## config.mk

```make
export PLATFORM = sky130hd
export DESIGN_NAME = player_motion_ctrl
export DESIGN_NICKNAME = d
export VERILOG_FILES = /design/src/rtl/player_motion_ctrl.sv
export SDC_FILE = /design/constraint.sdc
export NUM_CORES = 1
export LEC_CHECK = 0
export ABC_AREA = 1
export BUFFER_PORTS_ARGS = -buffer_cell sky130_fd_sc_hd__buf_2
export CORE_MARGIN = 8
export CORE_UTILIZATION = 55
export DETAILED_ROUTE_END_ITERATION = 8
export PLACE_DENSITY = 0.8
export SETUP_SLACK_MARGIN = 0.02
export SYNTH_ARGS = -nofsm -noshare
export SYNTH_HDL_FRONTEND = slang
export SYNTH_SLANG_ARGS = --single-unit
```

## constraint.sdc

```tcl
create_clock -name clk -period 2.2 [get_ports clk]
set_input_delay 0.44 -clock clk [delete_from_list [all_inputs] [get_ports clk]]
set_output_delay 0.44 -clock clk [all_outputs]
set_load 0.005 [all_outputs]
```

## src/rtl/player_motion_ctrl.sv

```systemverilog
// Player movement sequencer: on each move tick, queries the maze detector when tile-centred,
// chooses a heading, then steps the display position with horizontal tunnel wrap-around.
module player_motion_ctrl #(
  parameter int unsigned ORIGIN_X = 336,
  parameter int unsigned ORIGIN_Y = 27,
  parameter int unsigned TILE     = 16,
  parameter int unsigned CENTER   = 7,
  parameter int unsigned COLS     = 80,
  parameter int unsigned STEP     = 1,
  parameter int unsigned DET_LAT  = 1,
  parameter int unsigned START_X  = 551,
  parameter int unsigned START_Y  = 114
) (
  input  logic        clk,
  input  logic        rst_n,
  input  logic        move_tick,
  input  logic [3:0]  dir_req,
  input  logic [3:0]  valid_moves,
  output logic [10:0] q_pos_x,
  output logic [9:0]  q_pos_y,
  output logic [10:0] pos_x,
  output logic [9:0]  pos_y,
  output logic [3:0]  cur_dir,
  output logic        moving,
  output logic        busy,
  output logic        tick_ovf
);

  localparam logic [1:0] S_IDLE   = 2'd0;
  localparam logic [1:0] S_QUERY  = 2'd1;
  localparam logic [1:0] S_DECIDE = 2'd2;
  localparam logic [1:0] S_STEP   = 2'd3;

  localparam int unsigned WW = (DET_LAT > 1) ? $clog2(DET_LAT) : 1;

  localparam logic [11:0]   X_MIN     = 12'(ORIGIN_X + CENTER);
  localparam logic [11:0]   X_MAX     = 12'(ORIGIN_X + CENTER + (COLS - 1) * TILE);
  localparam logic [11:0]   Y_MIN     = 12'(ORIGIN_Y + CENTER);
  localparam logic [11:0]   T_MASK    = 12'(TILE - 1);
  localparam logic [11:0]   STEP_W    = 12'(STEP);
  localparam logic [WW-1:0] WAIT_LOAD = WW'(DET_LAT - 1);

  logic [1:0]    state_q, state_d;
  logic [10:0]   pos_x_q, pos_x_d, q_x_q, q_x_d;
  logic [9:0]    pos_y_q, pos_y_d, q_y_q, q_y_d;
  logic [3:0]    dir_q, dir_d;
  logic [3:0]    req_lat_q, req_lat_d;
  logic          moving_q, moving_d;
  logic          pending_q, pending_d;
  logic          ovf_q, ovf_d;
  logic [WW-1:0] wait_q, wait_d;

  logic [11:0] px, py;
  logic [3:0]  req_now, req_eff, dir_rev;
  logic        centred;

  // The tick being accepted in IDLE uses its own dir_req, not the stale latch.
  always_comb begin
    px      = {1'b0, pos_x_q};
    py      = {2'b00, pos_y_q};
    req_now = $onehot(dir_req) ? dir_req : '0;
    req_eff = move_tick ? req_now : req_lat_q;
    dir_rev = {dir_q[1:0], dir_q[3:2]};
    centred = (((px - X_MIN) & T_MASK) == '0) && (((py - Y_MIN) & T_MASK) == '0);
  end

  always_comb begin
    state_d   = state_q;
    pos_x_d   = pos_x_q;
    pos_y_d   = pos_y_q;
    q_x_d     = q_x_q;
    q_y_d     = q_y_q;
    dir_d     = dir_q;
    moving_d  = moving_q;
    pending_d = pending_q;
    ovf_d     = ovf_q;
    wait_d    = wait_q;
    req_lat_d = move_tick ? req_now : req_lat_q;

    case (state_q)
      S_IDLE: begin
        if (move_tick || pending_q) begin
          pending_d = pending_q && move_tick;
          if (centred) begin
            q_x_d   = pos_x_q;
            q_y_d   = pos_y_q;
            wait_d  = WAIT_LOAD;
            state_d = S_QUERY;
          end else begin
            if (req_eff == dir_rev) dir_d = req_eff;
            state_d = S_STEP;
          end
        end
      end
      S_QUERY: begin
        if (wait_q == '0) state_d = S_DECIDE;
        else              wait_d  = wait_q - 1'b1;
      end
      S_DECIDE: begin
        if ((req_lat_q & valid_moves) != '0) begin
          dir_d   = req_lat_q;
          state_d = S_STEP;
        end else if ((dir_q & valid_moves) != '0) begin
          state_d = S_STEP;
        end else begin
          moving_d = 1'b0;
          state_d  = S_IDLE;
        end
      end
      S_STEP: begin
        moving_d = 1'b1;
        state_d  = S_IDLE;
        if (dir_q[0])      pos_x_d = (px == X_MAX) ? X_MIN[10:0] : 11'(px + STEP_W);
        else if (dir_q[2]) pos_x_d = (px == X_MIN) ? X_MAX[10:0] : 11'(px - STEP_W);
        else if (dir_q[1]) pos_y_d = 10'(py - STEP_W);
        else if (dir_q[3]) pos_y_d = 10'(py + STEP_W);
      end
    endcase

    // One tick may wait while busy; any further one is dropped and flagged.
    if (move_tick && (state_q != S_IDLE)) begin
      if (pending_q) ovf_d     = 1'b1;
      else           pending_d = 1'b1;
    end
  end

  always_ff @(posedge clk or negedge rst_n) begin
    if (!rst_n) begin
      state_q   <= S_IDLE;
      pos_x_q   <= 11'(START_X);
      pos_y_q   <= 10'(START_Y);
      q_x_q     <= 11'(START_X);
      q_y_q     <= 10'(START_Y);
      dir_q     <= 4'b0001;
      req_lat_q <= '0;
      moving_q  <= 1'b0;
      pending_q <= 1'b0;
      ovf_q     <= 1'b0;
      wait_q    <= '0;
    end else begin
      state_q   <= state_d;
      pos_x_q   <= pos_x_d;
      pos_y_q   <= pos_y_d;
      q_x_q     <= q_x_d;
      q_y_q     <= q_y_d;
      dir_q     <= dir_d;
      req_lat_q <= req_lat_d;
      moving_q  <= moving_d;
      pending_q <= pending_d;
      ovf_q     <= ovf_d;
      wait_q    <= wait_d;
    end
  end

  assign q_pos_x  = q_x_q;
  assign q_pos_y  = q_y_q;
  assign pos_x    = pos_x_q;
  assign pos_y    = pos_y_q;
  assign cur_dir  = dir_q;
  assign moving   = moving_q;
  assign busy     = (state_q != S_IDLE);
  assign tick_ovf = ovf_q;

endmodule

```

==> summary.txt <==
Final layout
  – Inserted Diodes: 0
  – Fin nets: 545
  – Finished Layout Cells: 596
  – Commonest non-fill, non-tap cells in the layout: nand2_1 (124), buf_2 (57), inv_1 (47)
  – Commonest non-fill, non-tap cell in the layout: nand2_1
  – Layout cells sized above 1: about 27%
  – Post-route cell area: 4066 um^2
  – FILL cells: roughly 550
  – Syn-to-layout area delta: 15.99%

STA
  – Final Max Tran Viols: 0
  – Final setup fails: 0
  – Final hold vios: 0
  – Fin Clk Skew: around 6.8 ps
  – Final min period: ~2100 ps
  – Final period util: roughly 100%
  – Min Hold Slack: between 200 and 250 ps
  – Unrepaired setup endpoints after global routing: yes
  – Setup TNS: 0 ps
  – Worst-margin pin slew: ~680 ps
  – Slew headroom: a little over half
  – Fmax: 467.8 MHz

Worst setup path
  – Worst reg2reg path depth: 10
  – Crit path arrival time: 2350 ps
  – Critical path startpoint: dir_req[1]
  – CP Class: in2reg
  – Worst EP required: ~2400 ps
  – CP max FO: 5
  – Setup crit end kind: flip-flop
  – CP Launch Type: input port
  – RR Startpoint: pos_x[1]$_DFFE_PN1P_

Drt
  – WL final: approximately 8.3 mm
  – Drt wl/cell: ~14 um
  – DRT iter0 DRCs: about 170
  – Detailed-route via count: 3232
  – Residual DRC: 0
  – Antenna Nets Post-Route: 0
  – Via density: ~5.4
  – Drt pass-1 iters: 5

Logic synthesis
  – Syn_nets: 482
  – Unique masters post-synth: 35
  – Cell count after synthesis: 455
  – Synth area leaders: dfrtp_1 (26%), dfstp_2 (14%), nand2_1 (14%)
  – Synth Register Bits: between 50 and 60
  – Warnings from Yosys: 0
  – Syn_area_per_cell: ~7.7 um^2
  – Syn Std Cell Area: 3506 um^2
  – Sequential fraction of the synthesis area: 39.94%
  – Share of the synthesized area in the top cell type: between 20% and 30%
  – Yosys top cell by area: dfrtp_1

Floorplanning
  – Initial core utilization: between 50% and 60%
  – Io pins: 60
  – Chip Width: 95.84 um
  – Die ar.: between 9000 and 10000 um^2
  – Cell row count: 29
  – Core Footprint: ~6200 um^2
  – Chip Height: around 96 um

Placed design
  – Gpl congestion: a little over 0.9
  – # port buffers: around 60
  – Area of placed instances: roughly 4000 um^2
  – DPL Wire Length: around 6.3 mm
  – Placed Cells: 587

Power and ir drop
  – VDD IR-drop max: between 0.6 and 0.7 mV
  – Leak Pwr: 0.002085 uW
  – Overall Power: between 5000 and 6000 uW
  – Power density over cell area: between 1000 and 1500 nW/um^2

Global route
  – Initial antenna violation count: 0
  – Pin count of the biggest net entering global routing: between 50 and 60
  – Total grt overflow: 0
  – Total global-route track usage: between 10% and 20%
  – Global-route wire length before repair: ~14 mm
  – Number of global-route vias before repair: roughly 3000

Clock tree
  – CTS tree: done
  – Clk_lat worst skew: 310 ps
  – H-Tree Depth: 2
  – Max Root-Sink Buffers: 2
  – Cts bufs inserted: 5
  – Clk sinks: 55
  – CTS root buffer: clkbuf_8
  – Clock Pin Slew Worst Setup and Hold Paths: approximately 110 ps

Min path
  – Tightest Hold Check Type: in2async

Run status
  – Status: finished, final reports clean

Flow run
  – Max-cap violations: 0
==> layout make-up <==
class                      count  area, um^2  share of cell area, %
clock inverter                 3       47.55                  1.169
multi-input combinational    332        1856                  45.63
timing repair buffer          66       367.9                  9.046
tap                           77       96.34                  2.369
clock buffer                   5       68.82                  1.692
inverter                      58       230.2                  5.662
sequential                    55        1400                  34.43
==> Yosys cell counts <==
| cell | instances |
|---|---|
| o21ai_1 | 1 |
| a221oi_1 | 1 |
| a21oi_1 | 17 |
| nor2_4 | 2 |
| o21a_1 | 1 |
| nor4_2 | 1 |
| a21o_1 | 1 |
| a31oi_1 | 8 |
| nand3_4 | 1 |
| buf_6 | 4 |
| nand4_1 | 6 |
| buf_2 | 6 |
| fa_1 | 2 |
| a21oi_4 | 1 |
| a21oi_2 | 1 |
| o21ai_2 | 19 |
| nand2_1 | 128 |
| inv_2 | 6 |
| dfstp_2 | 19 |
| o21ai_0 | 24 |
| o22ai_1 | 2 |
| xor2_1 | 11 |
| nand3b_1 | 3 |
| ha_1 | 14 |
| xnor2_1 | 4 |
| clkinv_1 | 1 |
| dfrtp_1 | 36 |
| o21bai_1 | 2 |
| or2_2 | 1 |
| nor3_1 | 5 |
| nand3_1 | 31 |
| nand2_4 | 1 |
| o211ai_1 | 2 |
| nor2_1 | 42 |
| inv_1 | 51 |
==> registers in the layout, indices dropped and copies added, names as in the netlist <==
name / cells
cur_dir: 4
moving: 1
pending_q: 1
pos_x: 11
pos_y: 10
q_pos_x: 11
q_pos_y: 10
req_lat_q: 4
state_q: 2
tick_ovf: 1
==> final timing paths <==
kind	endpoint	slack [ps]
min in group clk	pending_q$_DFF_PN0_	450
min reg2reg	q_pos_y[1]$_DFFE_PN1P_	460
max	cur_dir[3]$_DFFE_PN0P_	60
max reg2reg	pos_x[10]$_DFFE_PN0P_	290
min	req_lat_q[1]$_DFF_PN0_	230
max in group asynchronous	q_pos_x[6]$_DFFE_PN0P_	1500
==> per-stage QoR <==
stage	util, %	setup WS, ps
after floorplan	-	-80.31
after global placement	62.69	-292.1
after detailed placement	62.69	-337.3
after CTS	64.60	29.47
after global routing	65.16	-61.96
final	65.16	62.23
==> cells by family after synthesis <==
logic type / count (synthesis) / share of synthesized area, %
xor gates and xnor gates: 15 / 3.747
adders and majority gates: 16 / 6.139
DFF: 55 / 39.94
AOI/OAI and AO/OA: 80 / 14.78
and+or+nand+nor: 221 / 27.05
buffers and inverters: 68 / 8.351
==> power by group <==
part           internal, uW  leakage (uW)  switching, uW
combinational           973       0.00137           1570
clock                   346     0.0000587            365
sequential             1380      0.000659            422
==> critical path, cell delays in order <==
cell	delay, ps
buf_8	80
inv_4	30
fa_1	520
inv_1	40
ha_2	170
ha_4	270
inv_4	40
nand3b_1	120
nand2_1	90
nand2_1	60
nand2_1	50
nor2_1	80
nand2_1	60
nand2_2	110
nand2_4	80
nand2_1	60
nand2_1	50
==> what timing repair did <==
item | 4_1_cts | 5_1_grt
pin swaps | 0 | 8
setup endpoints to repair | 3 | 4
gates resized for setup | 1 | 9
hold buffers | 0 | 0
buffers inserted | 0 | 1
gates cloned | 0 | 0
==> per-layer routing <==
layer | global-route usage [%] | vias to the layer above | part of all wire (%)
met5 | 0 | - | 0
met4 | 5.506 | 0 | 0.89
met3 | 2.574 | 8 | 5.7
met2 | 33.09 | 89 | 50
met1 | 23.05 | 1537 | 44
li1 | - | 1598 | -
Power figures use the tool's default switching activity.
